$ cat config.mk
export PLATFORM = sky130hd
export DESIGN_NAME = wishbone_mailbox
export DESIGN_NICKNAME = d
export VERILOG_FILES = /design/src/rtl/wishbone_mailbox.sv
export SDC_FILE = /design/constraint.sdc
export NUM_CORES = 1
export LEC_CHECK = 0
export CAP_MARGIN = 40
export CORE_ASPECT_RATIO = 1.2
export CORE_MARGIN = 3
export CORE_UTILIZATION = 50
export CTS_BUF_LIST = sky130_fd_sc_hd__clkbuf_8
export CTS_CLUSTER_DIAMETER = 60
export DETAILED_ROUTE_END_ITERATION = 12
export GPL_TIMING_DRIVEN = 0
export PLACE_DENSITY = 0.68
export SLEW_MARGIN = 40
export SYNTH_ARGS = -nofsm -noshare
export SYNTH_HDL_FRONTEND = slang
export SYNTH_SLANG_ARGS = --single-unit
export TNS_END_PERCENT = 100
$ cat constraint.sdc
create_clock -name sys_clk -period 5.6 [get_ports sys_clk]
set_input_delay 1.4 -clock sys_clk [delete_from_list [all_inputs] [get_ports sys_clk]]
set_output_delay 1.4 -clock sys_clk [all_outputs]
set_load 0.01 [all_outputs]
$ cat src/rtl/wishbone_mailbox.sv
// wishbone_mailbox: classic Wishbone slave that gives the CPU a mailbox channel.
//   Bus writes to DATA push the TX FIFO, which drains onto the tx stream. The rx stream
//   fills the RX FIFO, and bus reads of DATA pop it. A level-sensitive irq reports
//   RX not empty and/or TX empty, each gated by its own enable.
// Ports:
//   sys_clk, sys_rst_n          clock (rising edge), asynchronous active-low reset
//   wb_cyc/stb/we/tag/sel/adr   bus request (tag ignored, only adr[3:2] decoded)
//   wb_mosi / wb_miso           write data / read data (miso valid with ack)
//   wb_ack / wb_err             one-cycle response, mutually exclusive
//   tx_valid/tx_data/tx_ready   outgoing stream, head of TX FIFO
//   rx_valid/rx_data/rx_ready   incoming stream into RX FIFO
//   irq                         (ie_rx & !rx_empty) | (ie_tx & tx_empty)
// Register map (adr[3:2]): 0 DATA, 1 STAT (RO), 2 CTRL, 3 reserved (err).
// Assumes DW >= 24 so the STAT fields fit, and DEPTH <= 128 so levels fit 8 bits.
module wishbone_mailbox #(
  parameter int unsigned DW    = 32,
  parameter int unsigned AW    = 32,
  parameter int unsigned TW    = 3,
  parameter int unsigned SW    = DW / 8,
  parameter int unsigned DEPTH = 8
) (
  input  logic          sys_clk,
  input  logic          sys_rst_n,
  input  logic          wb_cyc,
  input  logic          wb_stb,
  input  logic          wb_we,
  input  logic [TW-1:0] wb_tag,
  input  logic [SW-1:0] wb_sel,
  input  logic [AW-1:0] wb_adr,
  input  logic [DW-1:0] wb_mosi,
  output logic [DW-1:0] wb_miso,
  output logic          wb_ack,
  output logic          wb_err,
  output logic          tx_valid,
  output logic [DW-1:0] tx_data,
  input  logic          tx_ready,
  input  logic          rx_valid,
  input  logic [DW-1:0] rx_data,
  output logic          rx_ready,
  output logic          irq
);

  localparam int unsigned PW = $clog2(DEPTH);
  localparam int unsigned LW = PW + 1;
  localparam logic [LW-1:0] FullLvl = LW'(DEPTH);

  typedef enum logic [0:0] {StIdle, StResp} state_e;

  state_e        state_q, state_d;
  logic          ack_q, ack_d;
  logic          err_q, err_d;
  logic [DW-1:0] miso_q, miso_d;
  logic          ie_rx_q, ie_rx_d;
  logic          ie_tx_q, ie_tx_d;

  // TX FIFO
  logic [DW-1:0] tx_mem [DEPTH];
  logic [PW-1:0] tx_wr_q, tx_rd_q;
  logic [LW-1:0] tx_cnt_q;
  logic          tx_empty, tx_full, tx_push, tx_pop, tx_flush;

  // RX FIFO
  logic [DW-1:0] rx_mem [DEPTH];
  logic [PW-1:0] rx_wr_q, rx_rd_q;
  logic [LW-1:0] rx_cnt_q;
  logic          rx_empty, rx_full, rx_push, rx_pop, rx_flush;

  logic          sel_all;
  logic [31:0]   stat_word;

  // Tag, undecoded address bits are intentionally ignored.
  logic unused_bits;
  assign unused_bits = ^{wb_tag, wb_adr[AW-1:4], wb_adr[1:0]};

  assign tx_empty = (tx_cnt_q == '0);
  assign tx_full  = (tx_cnt_q == FullLvl);
  assign rx_empty = (rx_cnt_q == '0);
  assign rx_full  = (rx_cnt_q == FullLvl);

  // Stream handshakes depend on FIFO state only.
  assign tx_valid = ~tx_empty;
  assign tx_data  = tx_mem[tx_rd_q];
  assign tx_pop   = tx_valid & tx_ready;
  assign rx_ready = ~rx_full;
  assign rx_push  = rx_valid & rx_ready;

  assign sel_all   = (wb_sel == {SW{1'b1}});
  assign stat_word = {8'h00, 8'(tx_cnt_q), 8'(rx_cnt_q), 4'h0,
                      tx_full, tx_empty, rx_full, rx_empty};

  assign wb_ack  = ack_q;
  assign wb_err  = err_q;
  assign wb_miso = miso_q;
  assign irq     = (ie_rx_q & ~rx_empty) | (ie_tx_q & tx_empty);

  // Bus FSM: a request seen in StIdle is executed on that edge; StResp presents it.
  always_comb begin
    state_d  = state_q;
    ack_d    = 1'b0;
    err_d    = 1'b0;
    miso_d   = '0;
    ie_rx_d  = ie_rx_q;
    ie_tx_d  = ie_tx_q;
    tx_push  = 1'b0;
    rx_pop   = 1'b0;
    tx_flush = 1'b0;
    rx_flush = 1'b0;
    unique case (state_q)
      StIdle: begin
        if (wb_cyc && wb_stb) begin
          state_d = StResp;
          case (wb_adr[3:2])
            2'd0: begin
              if (wb_we) begin
                if (!sel_all || tx_full) begin
                  err_d = 1'b1;
                end else begin
                  ack_d   = 1'b1;
                  tx_push = 1'b1;
                end
              end else begin
                if (rx_empty) begin
                  err_d = 1'b1;
                end else begin
                  ack_d  = 1'b1;
                  miso_d = rx_mem[rx_rd_q];
                  rx_pop = 1'b1;
                end
              end
            end
            2'd1: begin
              ack_d = 1'b1;
              if (!wb_we) miso_d = DW'(stat_word);
            end
            2'd2: begin
              ack_d = 1'b1;
              if (wb_we) begin
                // All CTRL bits live in byte 0, so sel[0] gates the flushes too.
                if (wb_sel[0]) begin
                  ie_rx_d  = wb_mosi[0];
                  ie_tx_d  = wb_mosi[1];
                  tx_flush = wb_mosi[2];
                  rx_flush = wb_mosi[3];
                end
              end else begin
                miso_d = DW'({ie_tx_q, ie_rx_q});
              end
            end
            default: err_d = 1'b1;
          endcase
        end
      end
      StResp:  state_d = StIdle;
      default: state_d = StIdle;
    endcase
  end

  always_ff @(posedge sys_clk or negedge sys_rst_n) begin
    if (!sys_rst_n) begin
      state_q <= StIdle;
      ack_q   <= 1'b0;
      err_q   <= 1'b0;
      miso_q  <= '0;
      ie_rx_q <= 1'b0;
      ie_tx_q <= 1'b0;
    end else begin
      state_q <= state_d;
      ack_q   <= ack_d;
      err_q   <= err_d;
      miso_q  <= miso_d;
      ie_rx_q <= ie_rx_d;
      ie_tx_q <= ie_tx_d;
    end
  end

  // TX FIFO pointers/level; flush overrides any same-edge transfer.
  always_ff @(posedge sys_clk or negedge sys_rst_n) begin
    if (!sys_rst_n) begin
      tx_wr_q  <= '0;
      tx_rd_q  <= '0;
      tx_cnt_q <= '0;
    end else if (tx_flush) begin
      tx_wr_q  <= '0;
      tx_rd_q  <= '0;
      tx_cnt_q <= '0;
    end else begin
      if (tx_push) tx_wr_q <= tx_wr_q + PW'(1);
      if (tx_pop)  tx_rd_q <= tx_rd_q + PW'(1);
      if (tx_push && !tx_pop) begin
        tx_cnt_q <= tx_cnt_q + LW'(1);
      end else if (tx_pop && !tx_push) begin
        tx_cnt_q <= tx_cnt_q - LW'(1);
      end
    end
  end

  // RX FIFO pointers/level; flush overrides any same-edge transfer.
  always_ff @(posedge sys_clk or negedge sys_rst_n) begin
    if (!sys_rst_n) begin
      rx_wr_q  <= '0;
      rx_rd_q  <= '0;
      rx_cnt_q <= '0;
    end else if (rx_flush) begin
      rx_wr_q  <= '0;
      rx_rd_q  <= '0;
      rx_cnt_q <= '0;
    end else begin
      if (rx_push) rx_wr_q <= rx_wr_q + PW'(1);
      if (rx_pop)  rx_rd_q <= rx_rd_q + PW'(1);
      if (rx_push && !rx_pop) begin
        rx_cnt_q <= rx_cnt_q + LW'(1);
      end else if (rx_pop && !rx_push) begin
        rx_cnt_q <= rx_cnt_q - LW'(1);
      end
    end
  end

  // Storage needs no reset; pointers define which entries are live.
  always_ff @(posedge sys_clk) begin
    if (tx_push) tx_mem[tx_wr_q] <= wb_mosi;
    if (rx_push) rx_mem[rx_wr_q] <= rx_data;
  end

endmodule

==> results.md, run 1 <==
STA:
- The clock arrives with 0.03540 ns of skew.
- The pin slew with the least headroom to its limit is 0.8205 ns.
- The total negative setup slack is 0 ns.
- The post-route fraction of the period consumed by the critical path is 0.8690.
- Setup repair after global routing left no endpoint under its margin.
- The final number of max-transition violations came to 0.
- Measured against its own limit, the worst slew margin works out to 0.4530.
- Setup slack closes at 0.7335 ns.
- The clock period could shrink to 4.866 ns.
- The number of failing hold endpoints at the final stage is 0.
- The final setup violation count is 0.
- For this run, the top clock speed supported by timing is 205.5 MHz.

Synth:
- The number of synthesized flops with an enable pin is 512.
- The number of nets handed over by synthesis was 1124.
- The sequential share of the synthesized area is 0.7715.
- Among all flip-flop cells after synthesis, the most frequent one is edfxtp_1.
- The mean cell area of the mapped netlist is 21.78 sq um.
- After technology mapping, the gate count stands at 1000.
- The synthesis warning total is 0.
- For this run, asynchronously set or reset flops after synthesis account for 0.1002.
- The total standard cell area after synthesis is 21780 sq um.
- The number of unique standard cell types used by synthesis is 45.
- The number of synthesized register bits is 569.

Clocking:
- For the worst-skew pair, the clock arrives at the later sink with an insertion delay of 0.67 ns.
- The number of hold buffers added after cts is 0.
- The number of levels in the clock H-tree is 3.
- Counting along the longest clock path gives a buffer depth of 3.
- Counting every sink on the clock net gives 569.
- Clock-pin slew was measured on the worst setup and hold paths at 0.07 ns.
- In this run, post-CTS repair resized a total of 0 instances.
- The CTS tree is done.
- Clock tree synthesis inserted a total of 86 buffers.
- The total setup buffers inserted after CTS is 0.
- The cell sitting at the root of the clock tree is a clkbuf_8.

Placement:
- The HPWL after detailed placement is 29500 um.
- The worst slack at placement is 0.4255 ns.
- The number of buffers added on ports is 144.
- The final estimated routing congestion in global placement is 0.7448.
- The total instance count after detailed placement is 1761.

Global route:
- The first global-routing pass estimated 68390 um of wire.
- Entering global routing, the biggest net connects 50 pins.
- The initial antenna violation count is 3.
- For this run the aggregate overflow at the end of global routing stands at 0.
- The number of global-route vias before repair is 11380.
- For this run, the total global-route usage over all layers was measured as 0.1989.

Setup path:
- The critical path is of the reg2out type.
- For the worst setup path, the data required time is 4.20 ns.
- The nature of the critical path endpoint is an output port.
- Traced cell by cell, the critical path runs through clkbuf_1 -> buf_2 -> mux4_2 -> mux2_2 -> clkdlybuf4s50_1.
- In this run the worst path has a maximum fanout of 10.
- For the worst setup path, the data arrival time is 3.47 ns.
- The largest stage delay on the critical path is 0.56 ns.
- STA classifies the critical path startpoint as a register.
- The critical-path cell with the highest stage delay is mux4_2.

Power:
- The cell leakage power is 8.948 nW.
- Across the VDD grid, the largest voltage drop is 0.3186 mV.
- In this run the power density over the cells is 445.6 nW/um^2.
- The sum of internal, switching and leakage power is 11.82 mW.

Route:
- The antenna violation net count after detailed routing is 0.
- The vias per cell is 5.540.
- The violation count after the first detailed-routing iteration is 759.
- In the routed design, unresolved DRC markers number 0.
- After detailed routing, the average wire length per cell comes to 23.28 um.
- For this run, the detailed router's first-pass iteration total came to 5.
- The via total after detailed routing is 10650.
- The total length of routed wires is 44770 um.

Floorplan:
- The die outline area is 46100 sq um.
- The vertical die dimension is 234.6 um.
- The number of cell rows is 83.
- For this configuration, the core starts out at a cell density of 0.5077.
- In this run the count of I/O pins placed on the die edge is 179.
- The core region is 42890 sq um.
- The horizontal die dimension is 196.5 um.

Cells and area:
- The library cell used most frequently in the layout, excluding fill and tap cells, is edfxtp_1.
- From synthesis to final layout, the design area changed by 21.81%.
- The sequential standard cell area is 16800 sq um.
- The non-filler instance count after layout is 1923.
- The share of final-layout standard cells stronger than drive strength 1 is 0.2858.
- The net total in the final layout is 1421.
- The number of fillers in the final layout is 3007.
- The library cells used most frequently in the layout, excluding fill and tap cells, are 512 x edfxtp_1, 143 x clkdlybuf4s50_1, 128 x mux4_2.
- The multi-input combinational cells in the finished layout cover a total of 4850 sq um.

Outcome:
- The flow ran to the end, and the final reports show no timing, DRC or antenna violations.

Flow run:
- Max-cap violations in this run came to 0.

Hold path:
- The tightest min-delay check is of the reg2reg type.
-- cell usage after synthesis (all sizes together) (2+ instances only) --
library cell	n	share of area
a21oi	10	0.0023
and3	5	0.0014
buf	22	0.0049
clkbuf	23	0.0040
dfrtp	57	0.066
edfxtp	512	0.71
fa	2	0.0018
ha	12	0.0069
inv	13	0.0022
mux2	33	0.017
mux2i	42	0.019
mux4	128	0.13
nand2	23	0.0040
nand2b	9	0.0026
nand3	8	0.0018
nand3b	2	0.00069
nor2	38	0.0066
nor3	13	0.0030
nor4	3	0.0011
o21a	2	0.00069
o21ai	8	0.0018
o22ai	8	0.0023
or4	3	0.0010
xnor2	5	0.0020
xor2	3	0.0012
-- metal layers --
layer,up-vias,wire [um],global-route usage
met1,5510,17870,0.2575
met2,333,22950,0.3351
met4,6,1076,0.07024
li1,4728,-,-
met5,-,51,0
met3,76,2816,0.04460
-- cell families (layout without fill, tap and decap cells) --
family / count (synthesis) / after routing / share of synthesized area
other: 0 / 3 / 0
multiplexers: 203 / 203 / 0.1689
XOR/XNOR: 8 / 8 / 0.003218
adder cells (fa/ha/maj): 14 / 14 / 0.008734
buffers and inverters: 59 / 427 / 0.01132
flip-flops: 569 / 569 / 0.7715
AND/OR/NAND/NOR: 110 / 110 / 0.02453
AO/OA/AOI/OAI: 37 / 37 / 0.01172
-- path summary, 6_finish.rpt --
check                           start            to  slack, ns  depth (start not counted)
setup / recovery           tx_rd_q[0]    tx_data[0]       0.73                          5
hold / removal                ie_rx_q       ie_rx_q       0.54                          1
setup reg to reg              state_q  tx_mem[1][9]       2.29                          8
hold reg to reg               ie_rx_q       ie_rx_q       0.54                          1
max in group asynchronous   sys_rst_n   tx_cnt_q[1]       4.52                          2
min in group asynchronous   sys_rst_n   wb_miso[25]       0.55                          1
-- state kept, by name (all words and copies together), names as in the netlist --
| name | flops |
|---|---|
| wb_ack | 1 |
| tx_wr_q | 3 |
| wb_miso | 32 |
| rx_mem | 256 |
| rx_rd_q | 3 |
| tx_cnt_q | 4 |
| rx_cnt_q | 4 |
| tx_mem | 256 |
| tx_rd_q | 3 |
| state_q | 1 |
| rx_wr_q | 3 |
| ie_tx_q | 1 |
| ie_rx_q | 1 |
| wb_err | 1 |
-- layout make-up --
class | instances | area share
antenna | 3 | 0.0002830
buffer | 45 | 0.007500
clock buffer | 87 | 0.04514
clock inverter | 72 | 0.02033
inverter | 14 | 0.001981
multi-input combinational | 372 | 0.1828
sequential | 569 | 0.6334
tap | 552 | 0.02604
timing repair buffer | 209 | 0.08250
-- report_power, final --
part	switching (mW)	internal (mW)
combinational	1.56	1.72
clock	1.57	1.84
sequential	0.142	4.99
total	3.27	8.55
-- critical path: cells and delay by family, from the launching register on --
| kind | cells | cell delay (ns) |
|---|---|---|
| flip-flops | 1 | 0.37 |
| multiplexers | 2 | 0.84 |
| buffers and inverters | 3 | 1.59 |
-- per-stage QoR --
stage / hold slack (ns) / cell area (sq um) / util
final: 0.5393 / 26530 / 0.6185
after global routing: 0.5246 / 26520 / 0.6183
after CTS: 0.5020 / 26510 / 0.6182
after detailed placement: 0.5299 / 24780 / 0.5777
after global placement: 0.5249 / 23910 / 0.5574
after floorplan: 0.5041 / 21780 / -
Power figures use the tool's default switching activity.
==> inputs of run 2 (changes only) <==
--- a/config.mk
+++ b/config.mk
@@ -9,7 +9,7 @@
 export CORE_ASPECT_RATIO = 1.2
 export CORE_MARGIN = 3
 export CORE_UTILIZATION = 50
-export CTS_BUF_LIST = sky130_fd_sc_hd__clkbuf_8
+export CTS_BUF_LIST = sky130_fd_sc_hd__clkbuf_4 sky130_fd_sc_hd__clkbuf_8
 export CTS_CLUSTER_DIAMETER = 60
 export DETAILED_ROUTE_END_ITERATION = 12
 export GPL_TIMING_DRIVEN = 0
==> results.md, run 2 (synthesis results as in run 1) <==
Outcome:
- The run finished with clean final reports.

Floorplan:
- The number of cell rows was 83 (unchanged).
- The horizontal die dimension is 196.5 um (unchanged).
- The initial standard-cell utilization of the core came to 0.5077 (unchanged).
- The vertical die dimension came to 234.6 um (unchanged).
- The area of the core is 42890 sq um (unchanged).
- The number of ports placed on the die boundary is 179 (unchanged).
- The die outline area is 46100 sq um (unchanged).

STA:
- Setup repair after global routing left no endpoint under its margin.
- The maximum clock rate is 205.6 MHz (about the same).
- The worst slew margin relative to its limit is 0.4443 (-0.008670).
- The final setup violation count came to 0 (unchanged).
- The clock skew after layout is 0.03435 ns (-0.001047 ns).
- The number of failing hold endpoints at the final stage came to 0 (unchanged).
- The post-route fraction of the period consumed by the critical path is 0.8684 (about the same).
- The pin slew with the least headroom to its limit was 0.8335 ns (+0.01300 ns).
- The final number of max-transition violations is 0 (unchanged).
- The clock period minus worst slack is 4.863 ns (-0.003290 ns).

Cells and area:
- The area growth from synthesis to layout is 22.08%.
- The utilization after layout is 0.6198 (+0.001372).
- The share of final-layout standard cells stronger than drive strength 1 came to 0.2968 (+0.01096).
- The net total in the final layout is 1421 (unchanged).
- The top cell types in the final layout, fill and taps aside, are 512 x edfxtp_1, 143 x clkdlybuf4s50_1, 128 x mux4_2.
- The library cell used most frequently in the layout, excluding fill and tap cells, is edfxtp_1.

Placement:
- The number of buffers added on ports came to 144 (unchanged).
- The final estimated routing congestion in global placement came to 0.7448 (unchanged).
- The placed wire-length estimate is 29500 um (unchanged).

Setup path:
- The critical path goes through clkbuf_1 -> buf_2 -> mux4_2 -> mux2_2 -> clkdlybuf4s50_1.
- The depth of the worst register-to-register path is 8 (unchanged).
- The endpoint of the worst-slack reg-to-reg timing path is tx_mem[0][8].
- The nature of the critical path endpoint is an output port.
- The worst register-to-register path begins at state_q.
- The required time of the critical path is 4.20 ns (about the same).
- The cell family contributing the most delay on the critical path is buffers and inverters.
- The setup path with the least slack is of type reg2out.
- The buffering stage count on the worst path with inverters included is 3 (unchanged).
- The critical-path cell with the highest stage delay is mux4_2.
- The slack of the worst reg-to-reg path is 2.30 ns (about the same).
- The maximum net fanout on the critical path is 10 (unchanged).
- The type of element launching the critical path is a register.
- The largest stage delay on the critical path is 0.56 ns (about the same).
- The data arrival time of the worst path is 3.46 ns (about the same).

Route:
- The wire length per cell after detailed routing is 23.29 um (about the same).
- The violation count after the first detailed-routing iteration is 802 (+5.7%).
- The remaining design rule violation count is 0 (unchanged).
- The antenna violation net count after detailed routing came to 0 (unchanged).
- The via total after detailed routing is 10670 (+0.11%).
- The total length of routed wires was 44800 um (about the same).
- The first-pass detailed-route iteration total is 9 (+4).
- The vias per cell was 5.543 (about the same).

Clocking:
- The number of hold buffers added after cts is 0 (unchanged).
- The post-cts sizing count is 0 (unchanged).
- The number of clock sinks is 569 (unchanged).
- The maximum buffer depth of the clock tree is 3 (unchanged).
- The cell at the root of the clock tree is clkbuf_8.
- The post-CTS clock slew at the launch and capture registers of the worst setup and hold paths was 0.07 ns (about the same).
- The number of levels in the clock H-tree is 3 (unchanged).
- The clock latency reported for the late side of the worst-skew pair is 0.68 ns (about the same).
- The total setup buffers inserted after CTS came to 0 (unchanged).
- The TritonCTS buffer count is 86 (unchanged).
- TritonCTS built the clock tree.

Global route:
- The initial antenna violation count is 3 (unchanged).
- The wire length of the first global-routing pass is 68390 um (about the same).
- The global-route congestion overflow total came to 0 (unchanged).
- The number of global-route vias before repair is 11380 (-0.044%).
- The maximum number of pins on one net before global-route repair is 50 (unchanged).
- The total global-route track usage came to 0.1991 (about the same).

Hold path:
- The worst hold path terminates at ie_rx_q.
- The startpoint of the lowest-slack hold path is ie_rx_q.
- The path class of the tightest hold or removal check is reg2reg.
- The number of stages on the worst hold path is 1 (unchanged).

Power:
- The peak ir drop on the vdd network came to 0.3207 mV (+0.65%).
- The cell leakage power is 8.937 nW (-0.12%).
- The power density of the placed cells is 448.5 nW/um^2 (+0.67%).
- The sum of internal, switching and leakage power came to 11.92 mW (+0.89%).

Flow run:
- The number of max-cap violations is 0 (unchanged).
## run 2: layout make-up
| class | count | area (sq um) |
|---|---|---|
| Sequential cell | 569 | 16800 |
| Tap cell | 552 | 690.7 |
| Clock inverter | 57 | 483.0 |
| Antenna cell | 4 | 10.01 |
| Buffer | 45 | 198.9 |
| Fill cell | 2994 | 16310 |
| Clock buffer | 102 | 1310 |
| Inverter | 14 | 52.55 |
| Timing Repair Buffer | 209 | 2188 |
| Multi-Input combinational cell | 372 | 4850 |
## run 2: power by group
part	leakage (nW)	internal (mW)	switching [mW]
Sequential	5.38	4.99	0.142
Clock	0.939	1.94	1.58
Combinational	2.62	1.72	1.56
Total	8.94	8.65	3.28
## run 2: through the flow
step                cell area [sq um]  hold WS [ns]  setup WS [ns]  std cells  setup TNS [ns]
floorplan                       21780        0.5041         0.3986       1000               0
global placement                23910        0.5249         -3.412       1696         -668.21
detailed placement              24780        0.5299         0.4255       1761               0
CTS                             26570        0.5013         0.6046       1920               0
global route                    26570        0.5169         0.5051       1920               0
finish                          26580        0.5393         0.7368       1924               0
## run 2: routing by layer
layer / global-route usage / wire length, um / up-vias
met5: 0 / 51 / -
met4: 0.07067 / 1102 / 6
met3: 0.04503 / 3028 / 71
met2: 0.3352 / 22910 / 346
met1: 0.2573 / 17710 / 5505
li1: - / - / 4737
## run 2: worst max path at each step
stage / slack, ns / to / from / cells after the start
after global placement: -3.41 / rx_mem[0][14] / rx_valid / 3
after global routing: 0.51 / tx_data[0] / tx_rd_q[0] / 5
after detailed placement: 0.43 / tx_mem[1][12] / wb_adr[3] / 11
final: 0.74 / tx_data[0] / tx_rd_q[0] / 5
after CTS: 0.60 / tx_data[0] / tx_rd_q[0] / 5
after floorplan: 0.40 / tx_mem[0][0] / wb_adr[2] / 6
==> inputs of run 3 (changes only) <==
--- a/config.mk
+++ b/config.mk
@@ -14,7 +14,7 @@
 export DETAILED_ROUTE_END_ITERATION = 12
 export GPL_TIMING_DRIVEN = 0
 export PLACE_DENSITY = 0.68
-export SLEW_MARGIN = 40
+export SLEW_MARGIN = 20
 export SYNTH_ARGS = -nofsm -noshare
 export SYNTH_HDL_FRONTEND = slang
 export SYNTH_SLANG_ARGS = --single-unit
==> results.md, run 3 (synthesis results as in run 1) <==
STA:
- The maximum clock rate is 207.8 MHz (+1.1%).
- The clock skew after layout is 0.02185 ns (-0.01250 ns).
- The slack of the critical path was 0.7879 ns (+0.05108 ns).
- The total negative setup slack is 0 ns (unchanged).
- The worst slew margin relative to its limit is 0.4488 (+0.004440).
- The final setup violation count is 0 (unchanged).
- The worst slack on hold paths is 0.5401 ns (+0.0007490 ns).
- The final number of max-transition violations is 0 (unchanged).
- Setup repair after global routing left no endpoint under its margin.
- The clock period minus worst slack is 4.812 ns (-0.05108 ns).
- The number of failing hold endpoints at the final stage is 0 (unchanged).
- The pin slew with the least headroom to its limit came to 0.8205 ns (-0.01297 ns).
- The post-route fraction of the period consumed by the critical path is 0.8593 (-0.009121).

Cells and area:
- The final instance area is 26560 sq um (about the same).
- In the layout the commonest cells are 512 x edfxtp_1, 143 x clkdlybuf4s50_1, 128 x mux4_2.
- The number of fillers in the final layout is 3069 (+2.5%).
- The sequential standard cell area is 16800 sq um (unchanged).
- The net total in the final layout is 1414 (-0.49%).
- The share of final-layout standard cells stronger than drive strength 1 is 0.2882 (-0.008548).
- The combined area of the multi-input logic cells was 4832 sq um (-0.36%).
- The area growth from synthesis to final layout is 21.96% (about the same).
- Leaving out fill and tap cells, the most frequent cell in the layout is edfxtp_1.

Floorplan:
- The area of the core is 42890 sq um (unchanged).
- The horizontal die dimension came to 196.5 um (unchanged).
- The die outline area is 46100 sq um (unchanged).
- The initial standard-cell utilization of the core was 0.5077 (unchanged).
- The number of cell rows is 83 (unchanged).
- The number of ports placed on the die boundary is 179 (unchanged).
- The vertical die dimension was 234.6 um (unchanged).

Route:
- The antenna violation net count after detailed routing is 0 (unchanged).
- The vias per cell is 5.530 (-0.23%).
- The via total after detailed routing is 10590 (-0.75%).
- The violation count after the first detailed-routing iteration came to 713 (-11%).
- The remaining design rule violation count was 0 (unchanged).
- The wire length per cell after detailed routing came to 23.44 um (+0.66%).
- The total length of routed wires came to 44860 um (+0.13%).
- The first-pass detailed-route iteration total is 5 (-4).

Clocking:
- The cell at the root of the clock tree is clkbuf_8.
- The post-cts sizing count is 0 (unchanged).
- The number of hold buffers added after cts is 0 (unchanged).
- The number of clock sinks is 569 (unchanged).
- The total setup buffers inserted after CTS is 0 (unchanged).
- The post-CTS clock slew at the launch and capture registers of the worst setup and hold paths was 0.06 ns (about the same).
- The CTS tree is done.
- The number of levels in the clock H-tree is 3 (unchanged).
- The TritonCTS buffer count is 86 (unchanged).
- The maximum buffer depth of the clock tree was 3 (unchanged).
- The clock latency reported for the late side of the worst-skew pair is 0.66 ns (-0.02 ns).

Power:
- The net switching power of the design is 3.242 mW (-1.1%).
- The clock network fraction of total power is 0.289 (-0.006).
- The cell leakage power came to 8.858 nW (-0.88%).
- The power density of the placed cells is 445.6 nW/um^2 (-0.66%).
- The sum of internal, switching and leakage power is 11.83 mW (-0.76%).
- The switching portion of total power is 0.2740 (-0.0009573).
- The sequential fraction of design power is 0.433 (+0.003).
- The fraction of power consumed by combinational cells is 0.278 (+0.003).
- The peak ir drop on the vdd network is 0.2755 mV (-14%).
- The internal power component came to 8.592 mW (-0.62%).

Placement:
- The placed wire-length estimate was 29460 um (-0.13%).
- The worst slack at placement is 0.5371 ns (+0.1116 ns).
- The cell area reported after detailed placement is 24800 sq um (about the same).
- The number of buffers added on ports is 144 (unchanged).
- The final estimated routing congestion in global placement is 0.7448 (unchanged).

Setup path:
- The critical path is of the reg2out type.
- The endpoint of the worst-slack reg-to-reg timing path is tx_mem[1][13].
- The required time of the critical path was 4.20 ns (about the same).
- STA classifies the critical path startpoint as a register.
- The worst register-to-register path begins at tx_cnt_q[3].
- The nature of the critical path endpoint is an output port.
- In this run the worst setup path begins at tx_rd_q[0].
- The data arrival time of the worst path came to 3.41 ns (-0.05 ns).
- The slack of the worst reg-to-reg path was 2.52 ns (+0.22 ns).
- The maximum net fanout on the critical path came to 10 (unchanged).
- The depth of the worst register-to-register path came to 7 (-1).

Global route:
- The initial antenna violation count is 3 (unchanged).
- The wire length of the first global-routing pass is 68410 um (about the same).
- The maximum number of pins on one net before global-route repair is 50 (unchanged).
- The global-route congestion overflow total came to 0 (unchanged).
- The total global-route track usage is 0.1992 (about the same).
- The number of global-route vias before repair is 11410 (+0.30%).

Hold path:
- The worst hold path terminates at ie_rx_q.
- The number of stages on the worst hold path came to 1 (unchanged).
- The worst hold path begins at ie_rx_q.
- The path class of the tightest hold or removal check is reg2reg.

Flow run:
- The number of max-cap violations came to 0 (unchanged).

Outcome:
- The run finished with clean final reports.
-- run 3: changes by cell type in the layout (fill, tap and decap cells not counted), sizes merged --
cell / change
bufinv: -4
clkbuf: +12
clkinv: -7
clkinvlp: +3
buf: -7
diode: -2
inv: -5
-- run 3: metrics by stage --
| stage | cells | util |
|---|---|---|
| finish | 1914 | 0.6192 |
| global route | 1912 | 0.6191 |
| CTS | 1911 | 0.6189 |
| detailed placement | 1753 | 0.5781 |
| global placement | 1696 | 0.5574 |
| floorplan | 1000 | - |
-- run 3: how the worst max path moves through the flow --
stage	cells past startpoint	slack, ns	endpoint
2_1_floorplan	6	0.40	tx_mem[0][0]
3_3_place_gp	3	-3.41	rx_mem[0][14]
3_5_place_dp	9	0.54	tx_mem[0][11]
4_1_cts	5	0.63	tx_data[30]
5_1_grt	5	0.52	tx_data[24]
6_report	5	0.79	tx_data[0]
-- run 3: layout make-up --
type                       count  area share
sequential                   569      0.6326
multi-input combinational    372      0.1819
timing repair buffer         202     0.08409
clock buffer                 114     0.05413
tap                          552     0.02601
clock inverter                44     0.01173
buffer                        45    0.007302
inverter                      14    0.001979
antenna                        2   0.0001884
-- run 3: power by group through the flow --
stage | Combinational [mW] | Sequential, mW | Clock (mW)
4_1_cts | 3.38 | 5.12 | 3.51
5_1_grt | 3.57 | 5.15 | 3.70
3_5_place_dp | 3.37 | 5.21 | 0
3_3_place_gp | 3.16 | 5.23 | 0
6_report | 3.30 | 5.12 | 3.41
2_1_floorplan | 2.12 | 5.18 | 0
-- run 3: metal layers --
layer / GRT usage / up-vias / wire length, um
met1: 0.2612 / 5478 / 17800
met3: 0.04302 / 73 / 2875
li1: - / 4716 / -
met5: 0 / - / 28
met2: 0.3329 / 314 / 23190
met4: 0.07132 / 4 / 972
-- run 3: worst max-delay path, cell delays in order (launching register included) --
cell and delay, ns:
dfrtp_1 0.37, clkbuf_1 0.55, buf_2 0.50, mux4_2 0.55, mux2_2 0.28, clkdlybuf4s50_1 0.53
